[src/rtl/intr_pkg.sv]
// Shared definitions for the 6-source interrupt request encoder.
// Holds sizing constants, FSM state encoding and the code-to-ISR index mapping.
// Purely declarative; no logic or latency of its own.
package intr_pkg;

  localparam int NUM_IRQ = 6;
  localparam int CODE_W  = 3;

  typedef enum logic [1:0] {
    IDLE = 2'd0,
    PEND = 2'd1,
    ACK  = 2'd2
  } state_t;

  localparam logic [CODE_W-1:0] CODE_NONE = 3'd0;

  // Code n (1..6) lives at isr bit 6-n, so code 1 is the MSB.
  function automatic logic [CODE_W-1:0] code_to_isr_idx(input logic [CODE_W-1:0] code);
    return 3'(NUM_IRQ) - code;
  endfunction

endpackage

[src/rtl/intr_prio_resolve.sv]
// Fixed-priority resolver: best eligible code from IRR/mask, nested under the ISR.
// Purely combinational, zero latency.
// No flow control; result valid whenever the inputs are stable.
module intr_prio_resolve
  import intr_pkg::*;
(
  input  logic [NUM_IRQ-1:0] irr,
  input  logic [NUM_IRQ-1:0] mask,
  input  logic [NUM_IRQ-1:0] isr,
  output logic [CODE_W-1:0]  best
);

  // Highest-priority in-service code; 7 means nothing in service so every code qualifies.
  logic [CODE_W-1:0] top;

  // Scan from lowest to highest priority so the last hit is the winner.
  always_comb begin
    top = 3'd7;
    for (int n = NUM_IRQ; n >= 1; n--) begin
      if (isr[NUM_IRQ-n]) top = CODE_W'(n);
    end
    best = CODE_NONE;
    for (int n = NUM_IRQ; n >= 1; n--) begin
      if (irr[n-1] && !mask[n-1] && (CODE_W'(n) < top)) best = CODE_W'(n);
    end
  end

endmodule

[src/rtl/intr_priority_encoder.sv]
// Interrupt request side: latches requests, resolves nested priority, runs the CPU ack handshake.
// irq_in -> int_req 2 cycles (4 with IRQ_EDGE_TRIGGER_EN); int_ack -> code_valid 1 cycle.
// No backpressure; int_ack/eoi are single-cycle pulses, int_ack outside PEND is ignored.
module intr_priority_encoder
  import intr_pkg::*;
(
  input  logic               clk,
  input  logic               reset,
  input  logic [NUM_IRQ-1:0] irq_in,
  input  logic [NUM_IRQ-1:0] irq_mask,
  input  logic               int_ack,
  input  logic               eoi,
  output logic               int_req,
  output logic [CODE_W-1:0]  irq_code,
  output logic               code_valid,
  output logic [NUM_IRQ-1:0] isr_out,
  output logic [NUM_IRQ-1:0] irr_out
);

  state_t             state_q, state_d;
  logic [CODE_W-1:0]  pend_code_q, pend_code_d;
  logic [NUM_IRQ-1:0] irr_q, irr_d;
  logic [NUM_IRQ-1:0] isr_q, isr_d;
  logic               int_req_q, int_req_d;
  logic [CODE_W-1:0]  irq_code_q, irq_code_d;
  logic               code_valid_q, code_valid_d;

  logic [NUM_IRQ-1:0] irr_set;
  logic [NUM_IRQ-1:0] isr_rev;
  logic [CODE_W-1:0]  best_code;
  logic [CODE_W-1:0]  eoi_code;
  logic               ack_fire;
  logic [NUM_IRQ-1:0] ack_isr_set, ack_irr_clr, eoi_clr;

`ifdef IRQ_EDGE_TRIGGER_EN
  logic [NUM_IRQ-1:0] sync1_q, sync2_q, prev_q;

  // Synchroniser and edge history reset to all ones so a line already high at reset release is not seen as a new edge.
  always_ff @(posedge clk or posedge reset) begin
    if (reset) begin
      sync1_q <= '1;
      sync2_q <= '1;
      prev_q  <= '1;
    end else begin
      sync1_q <= irq_in;
      sync2_q <= sync1_q;
      prev_q  <= sync2_q;
    end
  end

  assign irr_set = sync2_q & ~prev_q;
`else
  assign irr_set = irq_in;
`endif

  // Bit-reverse ISR into request indexing so the resolver can find the highest in-service code.
  always_comb begin
    isr_rev = '0;
    for (int i = 0; i < NUM_IRQ; i++) isr_rev[i] = isr_q[NUM_IRQ-1-i];
  end

  intr_prio_resolve u_req_resolve (
    .irr  (irr_q),
    .mask (irq_mask),
    .isr  (isr_q),
    .best (best_code)
  );

  intr_prio_resolve u_eoi_resolve (
    .irr  (isr_rev),
    .mask ('0),
    .isr  ('0),
    .best (eoi_code)
  );

  // Handshake FSM next state; ack takes precedence over a same-cycle loss of eligibility.
  always_comb begin
    state_d      = state_q;
    pend_code_d  = pend_code_q;
    irq_code_d   = irq_code_q;
    code_valid_d = 1'b0;
    ack_fire     = 1'b0;
    case (state_q)
      IDLE: begin
        if (best_code != CODE_NONE) begin
          state_d     = PEND;
          pend_code_d = best_code;
        end
      end
      PEND: begin
        if (int_ack) begin
          state_d      = ACK;
          ack_fire     = 1'b1;
          irq_code_d   = pend_code_q;
          code_valid_d = 1'b1;
        end else if (best_code == CODE_NONE) begin
          state_d = IDLE;
        end else begin
          pend_code_d = best_code;
        end
      end
      ACK:     state_d = IDLE;
      default: state_d = IDLE;
    endcase
    int_req_d = (state_d == PEND);
  end

  // ISR/IRR updates: EOI works on the pre-ack ISR, and an ack clear beats a same-cycle re-set of IRR.
  always_comb begin
    ack_isr_set = '0;
    ack_irr_clr = '0;
    eoi_clr     = '0;
    if (ack_fire) begin
      ack_isr_set[code_to_isr_idx(pend_code_q)] = 1'b1;
      ack_irr_clr[pend_code_q - 3'd1]          = 1'b1;
    end
    if (eoi && (eoi_code != CODE_NONE)) begin
      eoi_clr[code_to_isr_idx(eoi_code)] = 1'b1;
    end
    isr_d = (isr_q & ~eoi_clr) | ack_isr_set;
    irr_d = (irr_q | irr_set) & ~ack_irr_clr;
  end

  // All state and registered outputs; reset aborts any handshake in progress.
  always_ff @(posedge clk or posedge reset) begin
    if (reset) begin
      state_q      <= IDLE;
      pend_code_q  <= CODE_NONE;
      irr_q        <= '0;
      isr_q        <= '0;
      int_req_q    <= 1'b0;
      irq_code_q   <= CODE_NONE;
      code_valid_q <= 1'b0;
    end else begin
      state_q      <= state_d;
      pend_code_q  <= pend_code_d;
      irr_q        <= irr_d;
      isr_q        <= isr_d;
      int_req_q    <= int_req_d;
      irq_code_q   <= irq_code_d;
      code_valid_q <= code_valid_d;
    end
  end

  assign int_req    = int_req_q;
  assign irq_code   = irq_code_q;
  assign code_valid = code_valid_q;
  assign isr_out    = isr_q;
  assign irr_out    = irr_q;

endmodule

[config.mk]
export PLATFORM = sky130hd
export DESIGN_NAME = intr_priority_encoder
export DESIGN_NICKNAME = d
export VERILOG_FILES = /design/src/rtl/intr_pkg.sv /design/src/rtl/intr_prio_resolve.sv /design/src/rtl/intr_priority_encoder.sv
export SDC_FILE = /design/constraint.sdc
export NUM_CORES = 1
export LEC_CHECK = 0
export ABC_CLOCK_PERIOD_IN_PS = 3000
export BUFFER_PORTS_ARGS = -buffer_cell sky130_fd_sc_hd__buf_2
export CAP_MARGIN = 40
export CORE_ASPECT_RATIO = 1.4
export CORE_MARGIN = 5
export CORE_UTILIZATION = 52
export CTS_CLUSTER_DIAMETER = 30
export DETAILED_ROUTE_END_ITERATION = 6
export MAX_ROUTING_LAYER = met4
export PLACE_DENSITY_LB_ADDON = 0.05
export SETUP_SLACK_MARGIN = 0.05
export SLEW_MARGIN = 20
export SYNTH_ARGS = -nofsm -noshare
export SYNTH_HDL_FRONTEND = slang
export SYNTH_SLANG_ARGS = --single-unit
[constraint.sdc]
create_clock -name clk -period 3 [get_ports clk]
set_clock_uncertainty 0.15 [all_clocks]
set_input_delay 0.15 -clock clk [delete_from_list [all_inputs] [get_ports clk]]
set_output_delay 0.15 -clock clk [all_outputs]
set_load 0.01 [all_outputs]
==> results.json <==
{
  "async_reset_ff_share_pct": 100,
  "htreeDepth": 1,
  "diodes": 0,
  "start_util_pct": 54.0,
  "crit_slowest_cell": "dfrtp_1",
  "r2r_setup_slack_ns": 0.55,
  "finalInstanceArea_sq_um": 1620,
  "worst_hold_path_type": "in2reg",
  "max-vdd-ir-drop_mv": 0.554,
  "synthTopCellsByArea": "dfrtp_1 (43%), a21oi_1 (3.9%), ha_1 (3.9%)",
  "p_per_area_nw_per_um2": 934,
  "yosysTopAreaCellShare_pct": 42.6,
  "syn_to_final_growth_pct": 25.7,
  "cts_resized": 0,
  "setup_viol_count_final": 0,
  "p_int_w": 0.000881,
  "multi_input_area_sq_um": 671,
  "cpPeakStageDelay_ns": 0.45,
  "synth_cell_type_count": 47,
  "yosysWarnings": 0,
  "cts_sinks": 22,
  "yosysTopAreaCell": "dfrtp_1",
  "chipHeight_um": 69.0,
  "switchingPower_w": 0.000634,
  "critPathBufInv": 1,
  "core_area_sq_um": 2390,
  "path_class": "reg2reg",
  "crit_arrival_ns": 2.50,
  "dp.final_hpwl_um": 2490,
  "r2r-end": "isr_out[0]$_DFF_PP0_",
  "swShare_pct": 41.8,
  "synth_nets": 153,
  "grtUsageTotal_pct": 21.0,
  "gp_congestion": 0.853,
  "finalCriticalPeriod_ns": 2.45,
  "grt_first_pass_wirelength_um": 5500,
  "hold_ws_ns": 0.138,
  "slew_headroom_pct": 61.0,
  "clkTransAtPathRegs_ns": 0.13,
  "drv_cap": 0,
  "netlist_area_sq_um": 1290,
  "hold_start": "irq_mask[1]",
  "drc": 0,
  "total_power_w": 0.00152,
  "synth_edf_count": 0,
  "path_cells": "or2b_2 > a21oi_1 > or2_2 > inv_1 > ha_1 > and2b_1 > o21ai_2 > a2111oi_2 > o22ai_1",
  "postRouteAntennaNets": 0,
  "required_ns": 3.05,
  "worst_setup_path_end_kind": "register",
  "regArea_sq_um": 551,
  "p_leak_nw": 0.747,
  "status": "finished, final reports clean",
  "ys.flop_type": "dfrtp_1",
  "ys_seq_elements": 22,
  "cts-root-buf": "clkbuf_4",
  "cts_max_path_buffers": 2,
  "vias": 1184,
  "drv_slew": 0,
  "ios": 33,
  "portBuffers": 32,
  "r2r_cells": 9,
  "tightest_slew_ns": 0.581,
  "crit_path_start_kind": "register",
  "ys_seq_area_share_pct": 42.6,
  "grt_overflow": 0,
  "setup_ws_ns": 0.551,
  "hold_path_end": "pend_code_q[1]$_DFFE_PP0P_",
  "wire_per_inst_um": 15.2,
  "synthCells": 133,
  "worstSkewPairLatency_ns": 0.31,
  "antenna_found_initial": 0,
  "cp_top_family": "compound AO/OA/AOI/OAI gates",
  "dp_slack_ns": 0.566,
  "final_nets": 197,
  "p_comb_share_pct": 50.9,
  "cts_setup_buffers": 0,
  "dpl-instance-area_sq_um": 1480,
  "fp.dieArea_sq_um": 3590,
  "die_w_um": 52.1,
  "hold_violations": 0,
  "pwr-share-clk_pct": 15.3,
  "rsz0062_at_grt": "false",
  "grt_pass1_vias": 1216,
  "grt_max_degree": 14,
  "fill_cells": 204,
  "wirelength_um": 3190,
  "holdPathStages": 4,
  "syn_area_per_cell_sq_um": 9.71,
  "first_pass_iters": 4,
  "cts_made_buffers": 3,
  "seqPwrFrac_pct": 33.8,
  "drt_iter0_drc": 28,
  "setup_tns_ns": 0,
  "cts_tree": "built",
  "finalCritPeriodShare_pct": 81.6,
  "drive_gt1_share_pct": 27.3,
  "path_max_fanout": 6,
  "via_per_inst": 5.64,
  "max_clock_freq_ghz": 0.408,
  "r2r_start": "isr_out[2]$_DFF_PP0_",
  "ys_top_cells_by_count": "dfrtp_1 (22), inv_1 (11), a21oi_1 (10), nor2_1 (8), nand2_1 (7)",
  "num_rows": 21,
  "synth_most_common_cell": "dfrtp_1"
}
## registers in the layout, summed over array words and instances, names as in the netlist
name         cells
pend_code_q      3
code_valid       1
isr_out          6
irr_out          6
int_req          1
state_q          2
irq_code         3
## kinds of logic after synthesis
logic type / after synthesis / share of synthesized area [%]
AO/OA/AOI/OAI: 38 / 20.7
buffers and inverters: 14 / 5.43
adder cells (fa/ha/maj): 4 / 3.88
flip-flops: 22 / 42.6
multiplexers: 3 / 2.52
AND/OR/NAND/NOR: 49 / 22.8
XOR/XNOR: 3 / 2.04
## metal layers
metal	vias to the layer above	track usage (%)	wire length, um
met5	-	-	0
met4	0	5.90	30
met3	4	2.15	174
met2	41	37.1	1670
met1	570	25.3	1320
li1	569	-	-
## final cells by class
type / instances / area share (%)
Clock buffer: 3 / 1.39
Clock inverter: 1 / 1.85
Inverter: 11 / 2.54
Multi-Input combinational cell: 97 / 41.3
Sequential cell: 22 / 33.9
Tap cell: 34 / 2.62
Timing Repair Buffer: 42 / 16.3
## repair_timing
action	in CTS	in global routing
hold endpoints to repair	18	0
hold buffers	9	0
setup endpoints to repair	0	0
## worst reg2reg max path: stages, from the launching register on
cell	delay (ns)
dfrtp_1	0.45
or2b_2	0.31
a21oi_1	0.29
or2_2	0.18
inv_1	0.04
ha_1	0.20
and2b_1	0.21
o21ai_2	0.08
a2111oi_2	0.32
o22ai_1	0.13
## metrics by stage
| step | utilization, % | instances |
|---|---|---|
| global route | 67.9 | 210 |
| finish | 67.9 | 210 |
| detailed placement | 61.9 | 197 |
| CTS | 67.9 | 210 |
| global placement | 61.3 | 196 |
| floorplan | - | 133 |
## power groups by stage
stage,Sequential (W),Clock [W],Combinational [W]
2_1_floorplan,0.000512,0,0.000565
3_3_place_gp,0.000507,0,0.000751
3_5_place_dp,0.000515,0,0.000761
4_1_cts,0.000510,0.000233,0.000776
5_1_grt,0.000530,0.000247,0.000872
6_report,0.000512,0.000232,0.000771
## cell usage in the layout, fill, tap and decap left out, types with 2 or more instances in the layout
cell / n
dfrtp_1: 22
nor3_1: 3
o22ai_1: 2
xor2_1: 2
and3b_1: 2
a21oi_1: 10
dlygate4sd3_1: 9
clkbuf_4: 3
ha_1: 4
inv_1: 11
o211ai_1: 5
o22a_1: 2
o221ai_1: 2
nand2_1: 7
buf_2: 32
nor2b_1: 4
nand2b_1: 6
o21ai_0: 5
nand3_1: 5
nor3b_1: 2
or3_4: 2
mux2_2: 2
nor2_1: 8
## worst max-delay path by stage
stage | startpoint | to | slack [ns] | depth (start not counted)
4_1_cts | isr_out[2]$_DFF_PP0_ | isr_out[0]$_DFF_PP0_ | 0.53 | 9
2_1_floorplan | isr_out[1]$_DFF_PP0_ | isr_out[0]$_DFF_PP0_ | 0.68 | 7
3_5_place_dp | isr_out[2]$_DFF_PP0_ | isr_out[0]$_DFF_PP0_ | 0.57 | 9
3_3_place_gp | isr_out[2]$_DFF_PP0_ | isr_out[0]$_DFF_PP0_ | 0.65 | 9
6_report | isr_out[2]$_DFF_PP0_ | isr_out[0]$_DFF_PP0_ | 0.55 | 9
5_1_grt | isr_out[2]$_DFF_PP0_ | isr_out[0]$_DFF_PP0_ | 0.38 | 9
No activity file was read; power rests on OpenSTA's default activity.
